==> src/rtl/hazard_fwd_unit_if.sv <==
// Bundle between the decode stage and the hazard/forwarding unit.
// The master side drives the ID-stage instruction fields and flush and
// observes stall and the forwarding selects; the slave side is the unit.
interface hazard_fwd_unit_if #(
  parameter int REG_ADDR_WIDTH = 5,
  parameter int CNT_WIDTH      = 16
);
  logic                      id_valid;
  logic [REG_ADDR_WIDTH-1:0] id_rs1;
  logic [REG_ADDR_WIDTH-1:0] id_rs2;
  logic                      id_rs1_used;
  logic                      id_rs2_used;
  logic [REG_ADDR_WIDTH-1:0] id_rd;
  logic                      id_rd_we;
  logic                      id_is_load;
  logic                      flush;
  logic [1:0]                fwd_a_sel;
  logic [1:0]                fwd_b_sel;
  logic                      stall;
  logic [CNT_WIDTH-1:0]      stall_count;

  modport master (
    output id_valid, id_rs1, id_rs2, id_rs1_used, id_rs2_used,
           id_rd, id_rd_we, id_is_load, flush,
    input  fwd_a_sel, fwd_b_sel, stall, stall_count
  );

  modport slave (
    input  id_valid, id_rs1, id_rs2, id_rs1_used, id_rs2_used,
           id_rd, id_rd_we, id_is_load, flush,
    output fwd_a_sel, fwd_b_sel, stall, stall_count
  );
endinterface

==> src/rtl/hazard_fwd_unit.sv <==
// Hazard detection and operand forwarding for a 5-stage in-order pipe.
// Shadows the EX/MEM/WB destination info, raises a one-cycle stall on a
// load-use dependency and selects the EX operand source (RF/MEM/WB).
module hazard_fwd_unit #(
  parameter int REG_ADDR_WIDTH = 5,
  parameter int CNT_WIDTH      = 16
) (
  input  logic             clk,
  input  logic             rst_n,
  hazard_fwd_unit_if.slave bus
);

  typedef logic [REG_ADDR_WIDTH-1:0] reg_t;

  // Producer info carried down the pipe.
  typedef struct packed {
    reg_t rd;
    logic rd_we;
    logic is_load;
  } dst_t;

  // EX slot additionally needs the consumer side.
  typedef struct packed {
    dst_t dst;
    reg_t rs1;
    reg_t rs2;
    logic rs1_used;
    logic rs2_used;
  } ex_t;

  localparam int STAGES = 3;   // [0]=EX [1]=MEM [2]=WB

  logic [STAGES-1:0]    vld_pipe_q, vld_pipe_d;
  ex_t                  ex_q, ex_d;
  dst_t                 mem_q, mem_d;
  dst_t                 wb_q, wb_d;
  logic [CNT_WIDTH-1:0] stall_count_q, stall_count_d;

  logic load_use;
  logic stall;
  logic kill;
  logic [1:0] sel_a, sel_b;

  // Pick the youngest eligible producer of src. A load sitting in MEM has
  // no data yet, so it is skipped here; that case is covered by the stall.
  function automatic logic [1:0] fwd_sel(
    input reg_t src, input logic used, input logic ex_vld,
    input logic mem_vld, input dst_t mem, input logic wb_vld, input dst_t wb
  );
    logic [1:0] sel;
    sel = 2'b00;
    if (ex_vld && used && src != '0) begin
      if (mem_vld && mem.rd_we && !mem.is_load && mem.rd == src)
        sel = 2'b01;
      else if (wb_vld && wb.rd_we && wb.rd == src)
        sel = 2'b10;
    end
    return sel;
  endfunction

  // Load-use detection against the instruction now in EX; flush wins.
  always_comb begin
    load_use = bus.id_valid && vld_pipe_q[0] && ex_q.dst.is_load &&
               ex_q.dst.rd_we && (ex_q.dst.rd != '0) &&
               ((bus.id_rs1_used && bus.id_rs1 == ex_q.dst.rd) ||
                (bus.id_rs2_used && bus.id_rs2 == ex_q.dst.rd));
    stall    = load_use && !bus.flush;
    kill     = load_use || bus.flush;
  end

  // Next slot contents: EX takes ID or a bubble, MEM/WB always advance.
  always_comb begin
    vld_pipe_d = {vld_pipe_q[STAGES-2:0], bus.id_valid && !kill};
    ex_d       = '0;
    if (!kill) begin
      ex_d.dst.rd      = bus.id_rd;
      ex_d.dst.rd_we   = bus.id_rd_we;
      ex_d.dst.is_load = bus.id_is_load;
      ex_d.rs1         = bus.id_rs1;
      ex_d.rs2         = bus.id_rs2;
      ex_d.rs1_used    = bus.id_rs1_used;
      ex_d.rs2_used    = bus.id_rs2_used;
    end
    mem_d = ex_q.dst;
    wb_d  = mem_q;
  end

  // Saturating count of load-use stall cycles.
  always_comb begin
    stall_count_d = stall_count_q;
    if (stall && (stall_count_q != '1))
      stall_count_d = stall_count_q + 1'b1;
  end

  // Forwarding selects come from the registered slots only.
  always_comb begin
    sel_a = fwd_sel(ex_q.rs1, ex_q.rs1_used, vld_pipe_q[0],
                    vld_pipe_q[1], mem_q, vld_pipe_q[2], wb_q);
    sel_b = fwd_sel(ex_q.rs2, ex_q.rs2_used, vld_pipe_q[0],
                    vld_pipe_q[1], mem_q, vld_pipe_q[2], wb_q);
  end

  // Slot and counter state; reset empties every slot.
  always_ff @(posedge clk or negedge rst_n) begin
    if (!rst_n) begin
      vld_pipe_q    <= '0;
      ex_q          <= '0;
      mem_q         <= '0;
      wb_q          <= '0;
      stall_count_q <= '0;
    end else begin
      vld_pipe_q    <= vld_pipe_d;
      ex_q          <= ex_d;
      mem_q         <= mem_d;
      wb_q          <= wb_d;
      stall_count_q <= stall_count_d;
    end
  end

  assign bus.stall       = stall;
  assign bus.fwd_a_sel   = sel_a;
  assign bus.fwd_b_sel   = sel_b;
  assign bus.stall_count = stall_count_q;

endmodule

==> src/flat_wrapper.sv <==
// flat-port wrapper written by rule: the top's interface ports become plain ports
module hazard_fwd_unit_flat 
#(
  parameter int REG_ADDR_WIDTH = 5,
  parameter int CNT_WIDTH      = 16
)
  (clk, rst_n, bus_id_valid, bus_id_rs1, bus_id_rs2, bus_id_rs1_used, bus_id_rs2_used, bus_id_rd, bus_id_rd_we, bus_id_is_load, bus_flush, bus_fwd_a_sel, bus_fwd_b_sel, bus_stall, bus_stall_count);
  hazard_fwd_unit_if #(.REG_ADDR_WIDTH(REG_ADDR_WIDTH), .CNT_WIDTH(CNT_WIDTH)) bus_i ();
  input  logic clk;
  input  logic rst_n;
  input wire logic [$bits(bus_i.id_valid)-1:0] bus_id_valid;
  input wire logic [$bits(bus_i.id_rs1)-1:0] bus_id_rs1;
  input wire logic [$bits(bus_i.id_rs2)-1:0] bus_id_rs2;
  input wire logic [$bits(bus_i.id_rs1_used)-1:0] bus_id_rs1_used;
  input wire logic [$bits(bus_i.id_rs2_used)-1:0] bus_id_rs2_used;
  input wire logic [$bits(bus_i.id_rd)-1:0] bus_id_rd;
  input wire logic [$bits(bus_i.id_rd_we)-1:0] bus_id_rd_we;
  input wire logic [$bits(bus_i.id_is_load)-1:0] bus_id_is_load;
  input wire logic [$bits(bus_i.flush)-1:0] bus_flush;
  output wire logic [$bits(bus_i.fwd_a_sel)-1:0] bus_fwd_a_sel;
  output wire logic [$bits(bus_i.fwd_b_sel)-1:0] bus_fwd_b_sel;
  output wire logic [$bits(bus_i.stall)-1:0] bus_stall;
  output wire logic [$bits(bus_i.stall_count)-1:0] bus_stall_count;
  assign bus_i.id_valid = bus_id_valid;
  assign bus_i.id_rs1 = bus_id_rs1;
  assign bus_i.id_rs2 = bus_id_rs2;
  assign bus_i.id_rs1_used = bus_id_rs1_used;
  assign bus_i.id_rs2_used = bus_id_rs2_used;
  assign bus_i.id_rd = bus_id_rd;
  assign bus_i.id_rd_we = bus_id_rd_we;
  assign bus_i.id_is_load = bus_id_is_load;
  assign bus_i.flush = bus_flush;
  assign bus_fwd_a_sel = bus_i.fwd_a_sel;
  assign bus_fwd_b_sel = bus_i.fwd_b_sel;
  assign bus_stall = bus_i.stall;
  assign bus_stall_count = bus_i.stall_count;
  hazard_fwd_unit #(.REG_ADDR_WIDTH(REG_ADDR_WIDTH), .CNT_WIDTH(CNT_WIDTH)) u_core (.clk(clk), .rst_n(rst_n), .bus(bus_i));
endmodule
==> config.mk <==
export PLATFORM = sky130hd
export DESIGN_NAME = hazard_fwd_unit_flat
export DESIGN_NICKNAME = d
export VERILOG_FILES = /design/src/rtl/hazard_fwd_unit_if.sv /design/src/rtl/hazard_fwd_unit.sv /design/src/flat_wrapper.sv
export SDC_FILE = /design/constraint.sdc
export NUM_CORES = 1
export LEC_CHECK = 0
export CAP_MARGIN = 20
export CORE_MARGIN = 1.5
export CORE_UTILIZATION = 58
export CTS_BUF_LIST = sky130_fd_sc_hd__clkbuf_4
export DETAILED_ROUTE_END_ITERATION = 8
export HOLD_SLACK_MARGIN = 0.03
export PLACE_DENSITY = 0.95
export RECOVER_POWER = 50
export SLEW_MARGIN = 40
export SYNTH_ARGS = -nofsm -noshare
export SYNTH_HDL_FRONTEND = slang
export SYNTH_SLANG_ARGS = --single-unit
==> constraint.sdc <==
create_clock -name clk -period 3.8 [get_ports clk]
set_input_delay 0.57 -clock clk [delete_from_list [all_inputs] [get_ports clk]]
set_output_delay 0.57 -clock clk [all_outputs]
set_load 0.005 [all_outputs]
==> metrics.md <==
| Metric | Value |
|---|---|
| Status | complete, but fails checks |
| Failing checks | max-capacitance violations, max-slew violations |
| Crit Path Max Fanout | 2 |
| Via count | roughly 1700 |
| Max Cap Viol | 1 |
| # H-tree levels | 2 |
| Slowest cell on crit path | clkdlybuf4s50_1 |
| Pwr dens | 337 nW/um^2 |
| Std-Cell Rows | 22 |
| Routed Antenna Nets | 0 |
| Most used cell, CP | clkdlybuf4s50_1 |
| Clock power share | between 30 and 40% |
| Area Growth Syn to Fin | 23.0% |
| Asr flop ratio synth | between 90% and 100% |
| Avg WL per Cell | ~17 um |
| CP Capture Type | output pin |
| Die W | 66.5 um |
| Met3 WL post-DR | 220 um |
| Critical Path RT | roughly 3200 ps |
| Yosys warns | 0 |
| Switching Fraction | between 20 and 25% |
| Mapped Cells | between 150 and 200 |
| Final #Nets | 268 |
| Hold-fix buffers, CTS | 0 |
| Max Slew Vio Count | 52 |
| Share of cells above drive strength 1 | under 10% |
| # diodes | 0 |
| Met2 wire len | 2.58 mm |
| CTS max path bufs | 2 |
| WP buf/inv | 2 |
| Via/cell ratio | 5.69 |
| Detailed Place HPWL | 3.53 mm |
| Endpoints failing setup | 0 |
| # port buffers | 43 |
| Flop pwr share | 60.2% |
| Die extent in y | 66.5 um |
| Post-cts gate resize count | 0 |
| Top Metal Used | met4 |
| Worst path max stage delay | 510 ps |
| Syn_nets | 220 |
| First-pass GRT wire length | roughly 8.2 mm |
| FMAX | between 300 and 400 MHz |
| Sequential share of the synthesized area | 54.6% |
| Worst-margin pin slew | 2580 ps |
| Family with the most delay on the worst path | buffers and inverters |
| Slew Limit Headroom | -71.9% |
| 1st-iter DRT viols | 93 |
| Setup Crit Path Kind | input pin to output pin |
| Ports | 44 |
| Wl on met1 | 2.11 mm |
| Psw | between 200 and 250 uW |
| Number of CTS-inserted buffers | 5 |
| GR Overflow Total | 0 |
| Drt pass-1 iters | 4 |
| Internal power | 745 uW |
| WP data arrival | approximately 2300 ps |
| Vias in the first global route | 1712 |
| Final core occ | 76.2% |
| Clock latency on the worst-skew pair | about 370 ps |
| Clock Skew | between 10 and 15 ps |
| RSZ-0062 raised after global routing | false |
| Yosys reg bits | 51 |
| VDD IR max | 281 uV |
| CP Launch Type | input pin |
| Die footprint | 4420 um^2 |
| Clock sinks | 51 |
| P_leak | 1.18 nW |
| Mean post-synth cell area | 11.9 um^2 |
| Hold Path Class | flop to flop |
| Initial antenna violation count | 0 |
| Yosys cell types | 34 |
| CTS tree | built |
| Critical Path Stages | 7 |
| Post-synth EDFFs | 0 |
| Hold path cells | 0 |
| Synth Flop Type | dfrtp_1 |
| Total track usage | 25.5% |
| Crit-path cells | clkdlybuf4s50_1, xnor2_1, nand4_1, o22ai_4, nand2_1, nor2_1, clkdlybuf4s50_1 |
| Comb pwr share | 9.2% |
| Largest net degree at the start of global routing | 52 |
| Initial core utilization | around three fifths |
| Minimum clock period | between 2000 and 3000 ps |
| Period utilisation layout | 76.1% |
| Synth Cell Area | 2340 um^2 |
| DRC errors left | 0 |
| Postcts setup bufs | 0 |
| Root Buffer | clkbuf_4 |
| Core Region | ~3800 um^2 |
| Setup TNS | 0 ps |
| Final hold violation count | 0 |
| Reg2reg path depth | 5 |
| Post-Route WL | between 4 and 5 mm |
| RD Place Congestion | 0.817 |
| Clock transition at the registers of the reported paths | 130 ps |
## flip-flops by register name (all words and copies together), names as in the netlist
signal                  cells
u_core.bus.stall_count     16
u_core.ex_q                19
u_core.mem_q                7
u_core.vld_pipe_q           3
u_core.wb_q                 6
## final timing paths
path,start,endpoint,slack [ps]
setup / recovery,bus_id_rs1[4],bus_stall,910
hold / removal,u_core.mem_q[1]$_DFF_PN0_,u_core.wb_q[1]$_DFF_PN0_,390
setup reg to reg,u_core.ex_q[14]$_DFF_PN0_,u_core.bus.stall_count[1]$_DFFE_PN0P_,1810
hold reg to reg,u_core.mem_q[1]$_DFF_PN0_,u_core.wb_q[1]$_DFF_PN0_,390
max in group asynchronous,rst_n,u_core.vld_pipe_q[2]$_DFF_PN0_,1360
min in group asynchronous,rst_n,u_core.ex_q[2]$_DFF_PN0_,980
## kinds of logic (layout without fill, tap and decap cells)
| group | after synthesis | in the layout | synth area share [%] |
|---|---|---|---|
| and+or+nand+nor | 87 | 87 | 22.9 |
| DFF | 51 | 51 | 54.6 |
| xor gates and xnor gates | 44 | 44 | 16.5 |
| AOI/OAI and AO/OA | 7 | 7 | 3.43 |
| buffers and inverters | 5 | 54 | 1.61 |
| adders and majority gates | 1 | 1 | 0.535 |
| muxes | 1 | 1 | 0.482 |
## synth_stat cells, drive strengths merged (2+ instances only)
library cell | number | area (um^2)
xor2 | 13 | 114
nor3 | 4 | 25.0
or4 | 4 | 33.8
nor4 | 6 | 43.8
inv | 2 | 7.51
nand2 | 8 | 32.5
and2 | 22 | 138
buf | 3 | 30.0
nand4 | 11 | 68.8
nand3b | 2 | 15.0
o211ai | 2 | 15.0
and3 | 3 | 18.8
nor2 | 7 | 26.3
nand3 | 12 | 60.1
a21oi | 2 | 21.3
dfrtp | 51 | 1280
nand4b | 2 | 17.5
xnor2 | 31 | 272
nor4b | 3 | 32.5
## through the flow
stage                     total power, mW  cell area, um^2  std cells  hold slack, ps  setup WS (ps)
after CTS                           0.972             2880        293             212            887
final                               0.968             2880        293             393            907
after global routing                 1.00             2880        293             416            808
after floorplan                     0.634             2340        196             274           1720
after global placement              0.677             2800        285             357            989
after detailed placement            0.683             2800        285             368            945
## power by group through the flow
stage                     registers (mW)  logic, mW  clock network, mW
after global routing               0.585     0.0975              0.322
final                              0.583     0.0888              0.297
after CTS                          0.582     0.0906              0.299
after global placement             0.591     0.0856                  0
after floorplan                    0.587     0.0473                  0
after detailed placement           0.593     0.0898                  0
## final cells by class
cell class / count / area (um^2)
Clock buffer: 5 / 37.5
Clock inverter: 3 / 38.8
Fill cell: 238 / 896
Inverter: 2 / 7.51
Multi-Input combinational cell: 140 / 1020
Sequential cell: 51 / 1280
Tap cell: 48 / 60.1
Timing Repair Buffer: 44 / 432
## layer usage
metal / vias up / track usage, %
met2: 56 / 44.3
met4: 0 / 9.18
met5: - / 0
li1: 777 / -
met1: 827 / 31.9
met3: 8 / 4.73
## worst reg2reg max path, stage by stage (launching register included)
cell	delay [ps]
dfrtp_1	460
or4_4	580
o21ai_4	270
nor3_2	150
nand2_2	120
mux2_1	310
## cells in the final DEF (no fill, tap or decap), drive strengths merged, types with 2 or more instances in the layout
cell           count
a21oi              2
and2              22
and3               3
clkbuf             6
clkdlybuf4s50     42
clkinv             2
dfrtp             51
inv                2
nand2              8
nand3             12
nand3b             2
nand4             11
nand4b             2
nor2               7
nor3               4
nor4               6
nor4b              3
o211ai             2
or4                4
xnor2             31
xor2              13
No activity file was read; power rests on OpenSTA's default activity.
